===== config.mk =====
export PLATFORM = sky130hd
export DESIGN_NAME = uart_led_cmd_ctrl_flat
export DESIGN_NICKNAME = d
export VERILOG_FILES = /design/src/rtl/uart_led_cmd_ctrl_pkg.sv /design/src/rtl/uart_led_cmd_ctrl_if.sv /design/src/rtl/uart_led_cmd_ctrl_resp_fifo.sv /design/src/rtl/uart_led_cmd_ctrl.sv /design/src/flat_wrapper.sv
export SDC_FILE = /design/constraint.sdc
export NUM_CORES = 1
export LEC_CHECK = 0
export BUFFER_PORTS_ARGS = -buffer_cell sky130_fd_sc_hd__buf_4
export CAP_MARGIN = 20
export CORE_MARGIN = 5
export CORE_UTILIZATION = 55
export DETAILED_ROUTE_END_ITERATION = 12
export PLACE_DENSITY = 0.81
export SKIP_LAST_GASP = 1
export SLEW_MARGIN = 25
export SYNTH_ARGS = -nofsm -noshare
export SYNTH_HDL_FRONTEND = slang
export SYNTH_SLANG_ARGS = --single-unit

===== constraint.sdc =====
create_clock -name clk -period 3.42 [get_ports clk]
set_input_delay 0.171 -clock clk [delete_from_list [all_inputs] [get_ports clk]]
set_output_delay 0.171 -clock clk [all_outputs]
set_load 0.02 [all_outputs]

===== src/rtl/uart_led_cmd_ctrl_pkg.sv =====
// Purpose: shared opcodes, response codes and FSM state types for the
//          UART LED command controller.
// Ports:   none (package).
package uart_led_cmd_ctrl_pkg;

    localparam logic [3:0] OP_NOP      = 4'h0;
    localparam logic [3:0] OP_WR_FULL  = 4'h5;
    localparam logic [3:0] OP_READ     = 4'h6;
    localparam logic [3:0] OP_CLEAR    = 4'h7;

    // Low nibble of the NAK sent when a multi-byte command stalls.
    localparam logic [3:0] NAK_TIMEOUT = 4'hE;

    typedef enum logic {
        R_IDLE,
        R_COLLECT
    } rx_state_t;

    typedef enum logic [1:0] {
        T_IDLE,
        T_START,
        T_WAIT_HI,
        T_WAIT_LO
    } tx_state_t;

    // Number of whole bytes needed to carry a w-bit LED value.
    function automatic int unsigned bytes_for(input int unsigned w);
        return (w + 32'd7) / 32'd8;
    endfunction

endpackage


===== src/rtl/uart_led_cmd_ctrl_if.sv =====
// Purpose: byte-level handshake between the UART receiver/transmitter and the
//          command controller.
// Signals: cs (active-low select), rx_data/rx_valid (received byte strobe),
//          tx_busy (transmitter busy), tx_data/tx_start (byte + start pulse).
interface uart_led_cmd_ctrl_if;

    logic       cs;
    logic [7:0] rx_data;
    logic       rx_valid;
    logic       tx_busy;
    logic [7:0] tx_data;
    logic       tx_start;

    // UART side: supplies received bytes and transmitter status.
    modport master (
        output cs, rx_data, rx_valid, tx_busy,
        input  tx_data, tx_start
    );

    // Controller side.
    modport slave (
        input  cs, rx_data, rx_valid, tx_busy,
        output tx_data, tx_start
    );

endinterface


===== src/rtl/uart_led_cmd_ctrl_resp_fifo.sv =====
// Purpose: synchronous response FIFO with a multi-entry write port and a
//          single-entry read port.
// Ports:   clk, reset (sync, active-high)
//          wr_cnt  - number of entries to push this cycle (0..WR_W)
//          wr_data - entries to push, entry 0 first
//          rd_en   - pop head (ignored when empty)
//          rd_data_c, empty_c, free_c - combinational head/status
module uart_led_cmd_ctrl_resp_fifo #(
    parameter int unsigned DEPTH = 4,
    parameter int unsigned WR_W  = 2
) (
    input  logic                         clk,
    input  logic                         reset,
    input  logic [$clog2(DEPTH):0]       wr_cnt,
    input  logic [WR_W-1:0][7:0]         wr_data,
    input  logic                         rd_en,
    output logic [7:0]                   rd_data_c,
    output logic                         empty_c,
    output logic [$clog2(DEPTH):0]       free_c
);

    localparam int unsigned AW = $clog2(DEPTH);
    localparam int unsigned CW = AW + 1;

    logic [7:0]    mem_q [DEPTH];
    logic [AW-1:0] wr_ptr_q, wr_ptr_d;
    logic [AW-1:0] rd_ptr_q, rd_ptr_d;
    logic [CW-1:0] count_q, count_d;
    logic          pop;

    assign empty_c   = (count_q == '0);
    assign free_c    = CW'(DEPTH) - count_q;
    assign rd_data_c = mem_q[rd_ptr_q];
    assign pop       = rd_en & ~empty_c;

    // Pointer/count update; DEPTH is a power of two so pointers wrap naturally.
    always_comb begin
        wr_ptr_d = wr_ptr_q + AW'(wr_cnt);
        rd_ptr_d = rd_ptr_q + AW'(pop);
        count_d  = count_q + wr_cnt - CW'(pop);
    end

    always_ff @(posedge clk) begin
        if (reset) begin
            wr_ptr_q <= '0;
            rd_ptr_q <= '0;
            count_q  <= '0;
        end else begin
            wr_ptr_q <= wr_ptr_d;
            rd_ptr_q <= rd_ptr_d;
            count_q  <= count_d;
        end
    end

    // Storage needs no reset: entries are only read once counted in.
    always_ff @(posedge clk) begin
        for (int unsigned i = 0; i < WR_W; i++) begin
            if (CW'(i) < wr_cnt) begin
                mem_q[AW'(wr_ptr_q + AW'(i))] <= wr_data[i];
            end
        end
    end

endmodule


===== src/rtl/uart_led_cmd_ctrl.sv =====
// Purpose: decodes LED commands from a UART byte stream, maintains the LED
//          register and returns ACK/NAK/readback bytes through a response FIFO
//          drained by a start/busy transmit handshake.
// Ports:   clk, reset (sync, active-high)
//          bus    - UART handshake (cs, rx_data, rx_valid, tx_busy, tx_data, tx_start)
//          led    - LED register
//          cs_mon - cs delayed by one cycle
//          ovf    - sticky flag: a command was dropped for lack of FIFO space
module uart_led_cmd_ctrl
    import uart_led_cmd_ctrl_pkg::*;
#(
    parameter int unsigned LED_W       = 8,
    parameter int unsigned FIFO_DEPTH  = 4,
    parameter logic [3:0]  ACK_TAG     = 4'hA,
    parameter logic [3:0]  NAK_TAG     = 4'h5,
    parameter int unsigned TIMEOUT_CYC = 50000
) (
    input  logic                 clk,
    input  logic                 reset,
    uart_led_cmd_ctrl_if.slave   bus,
    output logic [LED_W-1:0]     led,
    output logic                 cs_mon,
    output logic                 ovf
);

    localparam int unsigned NB   = bytes_for(LED_W);
    localparam int unsigned SW   = NB * 8;
    localparam int unsigned WR_W = NB + 1;
    localparam int unsigned CW   = $clog2(FIFO_DEPTH) + 1;
    localparam int unsigned TW   = $clog2(TIMEOUT_CYC + 1);
    localparam int unsigned BW   = $clog2(NB + 1);

    rx_state_t        rx_state_q, rx_state_d;
    tx_state_t        tx_state_q, tx_state_d;
    logic [LED_W-1:0] led_q, led_d;
    logic [SW-1:0]    shadow_q, shadow_d;
    logic [BW-1:0]    bcnt_q, bcnt_d;
    logic [TW-1:0]    timer_q, timer_d;
    logic             ovf_q, ovf_d;
    logic             cs_mon_q;
    logic [7:0]       tx_data_q, tx_data_d;
    logic             tx_start_q, tx_start_d;

    logic [CW-1:0]        wr_cnt;
    logic [WR_W-1:0][7:0] wr_data;
    logic                 rd_en;
    logic [7:0]           rd_data_c;
    logic                 empty_c;
    logic [CW-1:0]        free_c;

    logic             accept;
    logic [3:0]       op;
    logic [3:0]       arg;
    logic [1:0]       nib_k;
    logic             nib_ok;
    logic [15:0]      nib_pad;
    logic [SW-1:0]    sh;
    logic [SW-1:0]    rd_pad;
    logic             want_push;
    logic             want_read;
    logic [7:0]       resp;
    logic             led_en;
    logic [LED_W-1:0] led_new;

    uart_led_cmd_ctrl_resp_fifo #(
        .DEPTH (FIFO_DEPTH),
        .WR_W  (WR_W)
    ) u_fifo (
        .clk       (clk),
        .reset     (reset),
        .wr_cnt    (wr_cnt),
        .wr_data   (wr_data),
        .rd_en     (rd_en),
        .rd_data_c (rd_data_c),
        .empty_c   (empty_c),
        .free_c    (free_c)
    );

    assign accept = bus.rx_valid & ~bus.cs;
    assign op     = bus.rx_data[7:4];
    assign arg    = bus.rx_data[3:0];
    assign nib_k  = 2'(op - 4'd1);
    // Nibbles that start at or beyond LED_W are rejected.
    assign nib_ok = (int'(nib_k) * 4) < int'(LED_W);

    // RX decode, collection FSM and response generation.
    always_comb begin
        rx_state_d = rx_state_q;
        led_d      = led_q;
        shadow_d   = shadow_q;
        bcnt_d     = bcnt_q;
        timer_d    = timer_q;
        ovf_d      = ovf_q;
        wr_cnt     = '0;
        wr_data    = '0;
        want_push  = 1'b0;
        want_read  = 1'b0;
        resp       = 8'h00;
        led_en     = 1'b0;
        led_new    = led_q;
        sh         = shadow_q;
        rd_pad     = SW'(led_q);
        nib_pad    = 16'(led_q);
        nib_pad[{nib_k, 2'b00} +: 4] = arg;

        case (rx_state_q)
            R_IDLE: begin
                if (accept) begin
                    case (op)
                        OP_NOP: begin
                            want_push = 1'b1;
                            resp      = {ACK_TAG, arg};
                        end
                        4'h1, 4'h2, 4'h3, 4'h4: begin
                            want_push = 1'b1;
                            if (nib_ok) begin
                                resp    = {ACK_TAG, arg};
                                led_en  = 1'b1;
                                led_new = LED_W'(nib_pad);
                            end else begin
                                resp    = {NAK_TAG, op};
                            end
                        end
                        OP_WR_FULL: begin
                            rx_state_d = R_COLLECT;
                            bcnt_d     = '0;
                            timer_d    = '0;
                            shadow_d   = '0;
                        end
                        OP_READ: begin
                            want_read = 1'b1;
                        end
                        OP_CLEAR: begin
                            want_push = 1'b1;
                            resp      = {ACK_TAG, OP_CLEAR};
                            led_en    = 1'b1;
                            led_new   = '0;
                        end
                        default: begin
                            want_push = 1'b1;
                            resp      = {NAK_TAG, op};
                        end
                    endcase
                end
            end
            R_COLLECT: begin
                if (bus.cs) begin
                    // Deselect abandons the command without a response.
                    rx_state_d = R_IDLE;
                end else if (accept) begin
                    sh[{bcnt_q, 3'b000} +: 8] = bus.rx_data;
                    shadow_d = sh;
                    timer_d  = '0;
                    bcnt_d   = bcnt_q + BW'(1);
                    if (bcnt_q == BW'(NB - 1)) begin
                        rx_state_d = R_IDLE;
                        want_push  = 1'b1;
                        resp       = {ACK_TAG, OP_WR_FULL};
                        led_en     = 1'b1;
                        led_new    = LED_W'(sh);
                    end
                end else if (timer_q == TW'(TIMEOUT_CYC)) begin
                    rx_state_d = R_IDLE;
                    want_push  = 1'b1;
                    resp       = {NAK_TAG, NAK_TIMEOUT};
                end else begin
                    timer_d = timer_q + TW'(1);
                end
            end
            default: rx_state_d = R_IDLE;
        endcase

        // Space check uses the pre-pop free count; a refused command has no effect.
        if (want_push) begin
            if (free_c >= CW'(1)) begin
                wr_cnt     = CW'(1);
                wr_data[0] = resp;
                if (led_en) begin
                    led_d = led_new;
                end
            end else begin
                ovf_d = 1'b1;
            end
        end

        if (want_read) begin
            if (free_c >= CW'(WR_W)) begin
                wr_cnt     = CW'(WR_W);
                wr_data[0] = {ACK_TAG, OP_READ};
                for (int unsigned i = 0; i < NB; i++) begin
                    wr_data[i + 1] = rd_pad[i * 8 +: 8];
                end
            end else begin
                ovf_d = 1'b1;
            end
        end
    end

    // TX FSM: pop one byte, pulse start, then track one busy high/low cycle.
    always_comb begin
        tx_state_d = tx_state_q;
        tx_data_d  = tx_data_q;
        tx_start_d = 1'b0;
        rd_en      = 1'b0;
        case (tx_state_q)
            T_IDLE: begin
                if (!empty_c) begin
                    rd_en      = 1'b1;
                    tx_data_d  = rd_data_c;
                    tx_start_d = 1'b1;
                    tx_state_d = T_START;
                end
            end
            T_START:   tx_state_d = T_WAIT_HI;
            T_WAIT_HI: if (bus.tx_busy)  tx_state_d = T_WAIT_LO;
            T_WAIT_LO: if (!bus.tx_busy) tx_state_d = T_IDLE;
            default:   tx_state_d = T_IDLE;
        endcase
    end

    always_ff @(posedge clk) begin
        if (reset) begin
            rx_state_q <= R_IDLE;
            tx_state_q <= T_IDLE;
            led_q      <= '0;
            shadow_q   <= '0;
            bcnt_q     <= '0;
            timer_q    <= '0;
            ovf_q      <= 1'b0;
            cs_mon_q   <= 1'b0;
            tx_data_q  <= 8'h00;
            tx_start_q <= 1'b0;
        end else begin
            rx_state_q <= rx_state_d;
            tx_state_q <= tx_state_d;
            led_q      <= led_d;
            shadow_q   <= shadow_d;
            bcnt_q     <= bcnt_d;
            timer_q    <= timer_d;
            ovf_q      <= ovf_d;
            cs_mon_q   <= bus.cs;
            tx_data_q  <= tx_data_d;
            tx_start_q <= tx_start_d;
        end
    end

    assign led          = led_q;
    assign cs_mon       = cs_mon_q;
    assign ovf          = ovf_q;
    assign bus.tx_data  = tx_data_q;
    assign bus.tx_start = tx_start_q;

endmodule


===== src/flat_wrapper.sv =====
// flat-port wrapper written by rule: the top's interface ports become plain ports
module uart_led_cmd_ctrl_flat import uart_led_cmd_ctrl_pkg::*;
#(
    parameter int unsigned LED_W       = 8,
    parameter int unsigned FIFO_DEPTH  = 4,
    parameter logic [3:0]  ACK_TAG     = 4'hA,
    parameter logic [3:0]  NAK_TAG     = 4'h5,
    parameter int unsigned TIMEOUT_CYC = 50000
)
  (clk, reset, led, cs_mon, ovf, bus_cs, bus_rx_data, bus_rx_valid, bus_tx_busy, bus_tx_data, bus_tx_start);
  uart_led_cmd_ctrl_if bus_i ();
  input  logic clk;
  input  logic reset;
  output logic [LED_W-1:0] led;
  output logic cs_mon;
  output logic ovf;
  input wire logic [$bits(bus_i.cs)-1:0] bus_cs;
  input wire logic [$bits(bus_i.rx_data)-1:0] bus_rx_data;
  input wire logic [$bits(bus_i.rx_valid)-1:0] bus_rx_valid;
  input wire logic [$bits(bus_i.tx_busy)-1:0] bus_tx_busy;
  output wire logic [$bits(bus_i.tx_data)-1:0] bus_tx_data;
  output wire logic [$bits(bus_i.tx_start)-1:0] bus_tx_start;
  assign bus_i.cs = bus_cs;
  assign bus_i.rx_data = bus_rx_data;
  assign bus_i.rx_valid = bus_rx_valid;
  assign bus_i.tx_busy = bus_tx_busy;
  assign bus_tx_data = bus_i.tx_data;
  assign bus_tx_start = bus_i.tx_start;
  uart_led_cmd_ctrl #(.LED_W(LED_W), .FIFO_DEPTH(FIFO_DEPTH), .ACK_TAG(ACK_TAG), .NAK_TAG(NAK_TAG), .TIMEOUT_CYC(TIMEOUT_CYC)) u_core (.clk(clk), .reset(reset), .bus(bus_i), .led(led), .cs_mon(cs_mon), .ovf(ovf));
endmodule

== Yosys cells after proc, flatten, opt, wreduce, memory -nomap -nowiden ==
Memories as Yosys holds them, arrays and structs flattened. A register that Yosys moved wholly into a read port is not among the register bits.
Cells that the tools add are included.

* $lt $le $gt $ge: 5
* Reductions and logical operators: 10
* Multiply operators: 0
* Mux-type cells: 78
* Add/sub/neg operators: 11
* Shifts and indexed selects: 4
* Equality and inequality tests: 22
* Bitwise operators: 5
* Divide/modulo/power cells: 0

{| class="wikitable"
|+ Operators with widths
! kind !! number
|-
| 2-to-1 mux 8 bit || 16
|-
| 2-to-1 mux 16 bit || 7
|-
| case mux 8 bit (2 select lines) || 4
|-
| 2-to-1 mux 1 bit || 34
|-
| case mux 16 bit (2 select lines) || 1
|-
| case mux 8 bit (4 select lines) || 1
|-
| adder 16 x 1 -> 16 bit (second input constant) || 1
|-
| bitwise mux 16 bit || 1
|-
| == test 16 bit (second input constant) || 1
|-
| == test 4 x 3 -> 1 bit (second input constant) || 4
|-
| variable shift 4 x 6 -> 16 bit (first input constant) || 1
|-
| indexed part select 4 x 6 -> 16 bit || 1
|-
| inequality test 2 bit (second input constant) || 7
|-
| negation 4 -> 6 bit || 2
|-
| case mux 1 bit (2 select lines) || 5
|-
| 2-to-1 mux 3 bit || 3
|-
| AND reduction 9 bit || 1
|-
| bitwise mux 8 bit || 1
|-
| == test 4 x 2 -> 1 bit (second input constant) || 2
|-
| case mux 2 bit (4 select lines) || 1
|-
| AND reduction 4 bit || 2
|-
| variable shift 8 x 6 -> 8 bit (first input constant) || 1
|-
| indexed part select 8 x 6 -> 8 bit || 1
|-
| 2-to-1 mux 7 bit || 1
|-
| 28 further kinds || 36
|}

* Memories kept: 1
* Output and inout bits: 19
* Bits in latches: 0
* RAM bits: 32
* Bits in registers: 46
* Bits in read-only memories: 0

{| class="wikitable"
|+ Memories
! name !! words !! bits a word !! rd ports !! clocked after Yosys merged registers in !! write ports !! RTL line !! RTL
|-
| u_core.u_fifo.mem_q || 4 || 8 || 1 || 1 || 2 || uart_led_cmd_ctrl_resp_fifo.sv:25 || <nowiki>logic [7:0] mem_q [DEPTH];</nowiki>
|}

== Depth between registers and ports, before layout ==
* Depth in word-level cells: 11
* Gate-level depth with buffers: 14
* Depth with buffers taken out: 13

== Hierarchy ==
Synthesis repeated with hierarchy kept, for this count alone.

* Cell total of the unflattened synthesis: 477
* Area, all modules: 4862.2 sq um

{| class="wikitable"
|+ By module, submodules not included
! module !! cells an instance !! instances !! area an instance (sq um)
|-
| uart_led_cmd_ctrl || 350 || 1 || 2860.2
|-
| uart_led_cmd_ctrl_resp_fifo || 127 || 1 || 2001.9
|}

== Least setup slack after synthesis ==
Ideal clock, no wire load.

* Kind: reg2reg
* Start point: register u_core.u_fifo.count_q[0]
* End point: register u_core.u_fifo.count_q[2]
* Buffers on the path: 1
* Setup time: 128 ps
* Path slack: 595 ps
* Data arrival time: 2698 ps
* Cell stages (with the launch flop): 13
* Clock period less this slack: 2825 ps
* Cell sequence: dfxtp_1 -> inv_1 -> ha_1 -> ha_1 -> nor3b_1 -> nor4_4 -> buf_4 -> inv_1 -> ha_1 -> fa_1 -> xnor2_1 -> xnor2_1 -> nor2_1

* Word-level cells in the longest chain between the ends: 8
* Elaborated cells between the ends (all ways): 14

{| class="wikitable"
|+ Ends and longest elaborated chain
! what !! RTL line !! RTL
|-
| start: declaration || uart_led_cmd_ctrl_resp_fifo.sv:28 || <nowiki>logic [CW-1:0] count_q, count_d;</nowiki>
|-
| start signal: assignment || uart_led_cmd_ctrl_resp_fifo.sv:51 || <nowiki>count_q <= count_d;</nowiki>
|-
| subtractor 3 bit || uart_led_cmd_ctrl_resp_fifo.sv:32 || <nowiki>assign free_c = CW'(DEPTH) - count_q;</nowiki>
|-
| >= comparator 3 x 1 -> 1 bit || uart_led_cmd_ctrl.sv:175 || <nowiki>if (free_c >= CW'(1)) begin</nowiki>
|-
| 2-to-1 mux 1 bit || uart_led_cmd_ctrl.sv:175 ||
|-
| 2-to-1 mux 3 bit || uart_led_cmd_ctrl.sv:174 || <nowiki>if (want_push) begin</nowiki>
|-
| 2-to-1 mux 3 bit || uart_led_cmd_ctrl.sv:187 || <nowiki>if (free_c >= CW'(WR_W)) begin</nowiki>
|-
| 2-to-1 mux 3 bit || uart_led_cmd_ctrl.sv:186 || <nowiki>if (want_read) begin</nowiki>
|-
| adder 3 bit || uart_led_cmd_ctrl_resp_fifo.sv:40 || <nowiki>count_d = count_q + wr_cnt - CW'(pop);</nowiki>
|-
| subtractor 3 x 1 -> 3 bit (*) || uart_led_cmd_ctrl_resp_fifo.sv:40 ||
|}

Every way passes the cells marked *; elsewhere a longest branch is shown, timed or not.
A chain may end at the register's enable or synchronous reset.

==> flow_summary_export.csv <==
group,metric,value,unit
place,portBuffers,31,
finish,layout.nets,540,
setup_path,start_kind,"flip-flop",
yosys,synth_seq_area_share,43.5,%
power,p_leak,0.00201,uW
power,ir_drop,0.286,mV
clocking,clock-sinks,86,
clocking,cts_buffers,9,
clocking,postCtsHoldBufs,0,
yosys,synth_ff_type,"dfxtp_1",
clocking,post_cts_resized,0,
finish,final_area,5270,sq um
clocking,clockBufferDepth,2,
floorplan,die-area,10500,sq um
clocking,clock_latency,0.36,ns
clocking,cts_setup_buffers,0,
yosys,avgSynthCellArea,9.93,sq um
timing,clock_skew,0.0142,ns
finish,final_layout_size_suffix_gt1_share,17.6,%
yosys,ys_ff_latch,86,
grt,grt_pass1_wl,17.4,mm
floorplan,ioPinCount,32,
yosys,ys_warn_count,0,
floorplan,rows,33,
yosys,synth_cells,473,
timing,fmax,0.330,GHz
route,vias,3752,
place,place_congestion,0.913,
power,seqPwrFrac,43.8,%
yosys,synth-edff-count,32,
setup_path,end_kind,"flip-flop",
timing,setup_viol,0,
power,power_frac_comb,30.1,%
grt,grt_pass1_vias,3553,
grt,overflow,0,
timing,rsz0062_at_grt,"false",
power,switchingPower,970,uW
run,max-cap-violations,0,
timing,tightest_slew,0.879,ns
finish,fin_cells,615,
yosys,synth_top_area_cell,"dfxtp_1",
finish,fillCellCount,671,
timing,period_share,88.7,%
place,dp_worst_setup_slack,0.415,ns
place,dp.cells,599,
timing,slew_violations,0,
route,initialDrtViolationCount,320,
timing,worst_slack,0.387,ns
route,viasPerCell,6.10,
timing,slew_headroom,40.5,%
place,dp_hpwl,7.82,mm
power,swShare,33.2,%
floorplan,start_util,56.9,%
power,p_int,1950,uW
clocking,cts_tree,"done",
grt,grtUsageMet2,34.5,%
yosys,ys_top_cells_by_area,"dfxtp_1, edfxtp_1, ha_1, a21oi_1, nor2_1",
clocking,cts-htree-levels,3,
setup_path,critPathRequiredTime,3.49,ns
route,drtPass1Iterations,6,
finish,syn_to_final_growth,12.3,%
route,wl_per_cell,17.4,um
grt,gr-usage-met1,28.6,%
setup_path,crit_fanout,6,
yosys,yosysTopAreaCellShare,23.0,%
clocking,root_buffer,"clkbuf_8",
grt,busiest_layer,"met2",
setup_path,critPathKind,"reg2reg",
floorplan,die_w,102,um
grt,grt_use_met3,4.23,%
timing,hold_violations,0,
floorplan,dieHeight,102,um
route,drc_errors,0,
place,postPlaceCellArea,5060,sq um
yosys,ys_async_sr_fraction,0,%
yosys,ys_types,61,
floorplan,core_area,8260,sq um
setup_path,crit_arrival,3.11,ns
power,p_per_area,554,nW/um^2
grt,grt_max_degree,46,
route,wl,10.7,mm
grt,grt_usage,21.3,%
route,final_antenna_net_count,0,
power,clockPowerShare,26.2,%
timing,setup_tns,0,ns
finish,n_antenna_cell,0,
status,outcome,"finished, final reports clean",
yosys,synth_commonest_cells,"dfxtp_1, nor2_1, a21oi_1, edfxtp_1, nand2_1",
grt,antenna_found_initial,0,
clocking,clk_pin_slew,0.09,ns
worst_hold_path,hp-class,"in2reg",
timing,fin_crit,3.03,ns
yosys,synth_nets,508,
yosys,syn_area,4700,sq um
-- state kept, by name, indices dropped and copies added (netlist names) --
signal	cells
u_core.rx_state_q	1
u_core.u_fifo.rd_ptr_q	2
u_core.tx_state_q	2
u_core.led	8
u_core.u_fifo.wr_ptr_q	2
u_core.u_fifo.mem_q	32
u_core.cs_mon	1
u_core.timer_q	16
u_core.bus.tx_start	1
u_core.u_fifo.count_q	3
u_core.bus.tx_data	8
u_core.ovf	1
u_core.bcnt_q	1
u_core.shadow_q	8
-- kinds of logic after synthesis --
group / share of synthesized area (%)
simple gates: 20.4
compound gates: 15.8
flops: 43.5
buf+inv: 3.75
mux: 7.14
fa+ha+maj: 6.02
xor+xnor: 3.36
-- power groups by stage --
stage	Combinational, uW	Clock [uW]	Sequential (uW)
final	878	765	1280
after global routing	963	826	1300
after CTS	880	772	1280
after detailed placement	874	0	1300
after global placement	834	0	1300
after floorplan	624	0	1300
-- final timing paths --
path	endpoint	cells past startpoint	slack [ns]	from
hold reg to reg	u_core.bus.tx_data[4]	2	0.46	u_core.bus.tx_data[4]
setup / recovery	u_core.u_fifo.mem_q[0][4]	9	0.39	u_core.u_fifo.count_q[1]
hold / removal	u_core.rx_state_q	2	0.02	bus_cs
setup reg to reg	u_core.u_fifo.mem_q[0][4]	9	0.39	u_core.u_fifo.count_q[1]
-- critical path, cell delays in order (launching register included) --
cell      delay, ns
dfxtp_1        0.38
inv_1          0.08
ha_1           0.20
ha_1           0.28
nor4b_2        0.18
nand4b_1       0.19
o22ai_1        0.31
nor2_1         0.17
o31ai_1        0.69
buf_4          0.26
-- layer usage --
metal	vias to the layer above	part of all wire, %	wire length, um
li1	1786	-	-
met1	1816	45	4850
met2	131	47	5060
met3	19	5.4	582
met4	0	2.2	236
met5	-	0	0
-- through the flow --
step	hold WS (ns)	util [%]	power, uW
6_report	0.0181	63.9	2920
5_1_grt	0.000479	63.9	3090
4_1_cts	0.00222	63.9	2930
3_5_place_dp	0.384	61.3	2180
3_3_place_gp	0.380	61.3	2130
2_1_floorplan	0.249	-	1920
-- area by class of cell --
type | instances | area [sq um] | share of cell area, %
tap | 105 | 131 | 2.49
sequential | 86 | 2040 | 38.7
timing repair buffer | 43 | 323 | 6.12
clock buffer | 10 | 138 | 2.61
inverter | 22 | 82.6 | 1.57
clock inverter | 6 | 77.6 | 1.47
multi-input combinational | 343 | 2480 | 47.0
-- cell usage in the layout (no fill, tap or decap), types with 3 or more instances in the layout --
| cell | n |
|---|---|
| nor2_1 | 54 |
| dfxtp_1 | 54 |
| buf_4 | 43 |
| a21oi_1 | 42 |
| edfxtp_1 | 32 |
| nand2_1 | 29 |
| inv_1 | 21 |
| ha_1 | 21 |
| a21o_1 | 16 |
| nor3_1 | 14 |
| nor2b_1 | 13 |
| xnor2_1 | 13 |
| mux2i_1 | 11 |
| nor4_1 | 10 |
| clkbuf_8 | 10 |
| nand4_1 | 9 |
| mux4_2 | 8 |
| o21ai_0 | 7 |
| nand3_1 | 7 |
| a22oi_1 | 7 |
| a211oi_1 | 7 |
| nand2b_1 | 5 |
| xor2_1 | 5 |
| nor3b_1 | 4 |
| nor4b_1 | 4 |
| a31o_2 | 4 |
| mux2_2 | 4 |
| or2b_1 | 3 |
| a2111oi_4 | 3 |
| or2_2 | 3 |
| and3_1 | 3 |
Power figures use the tool's default switching activity.
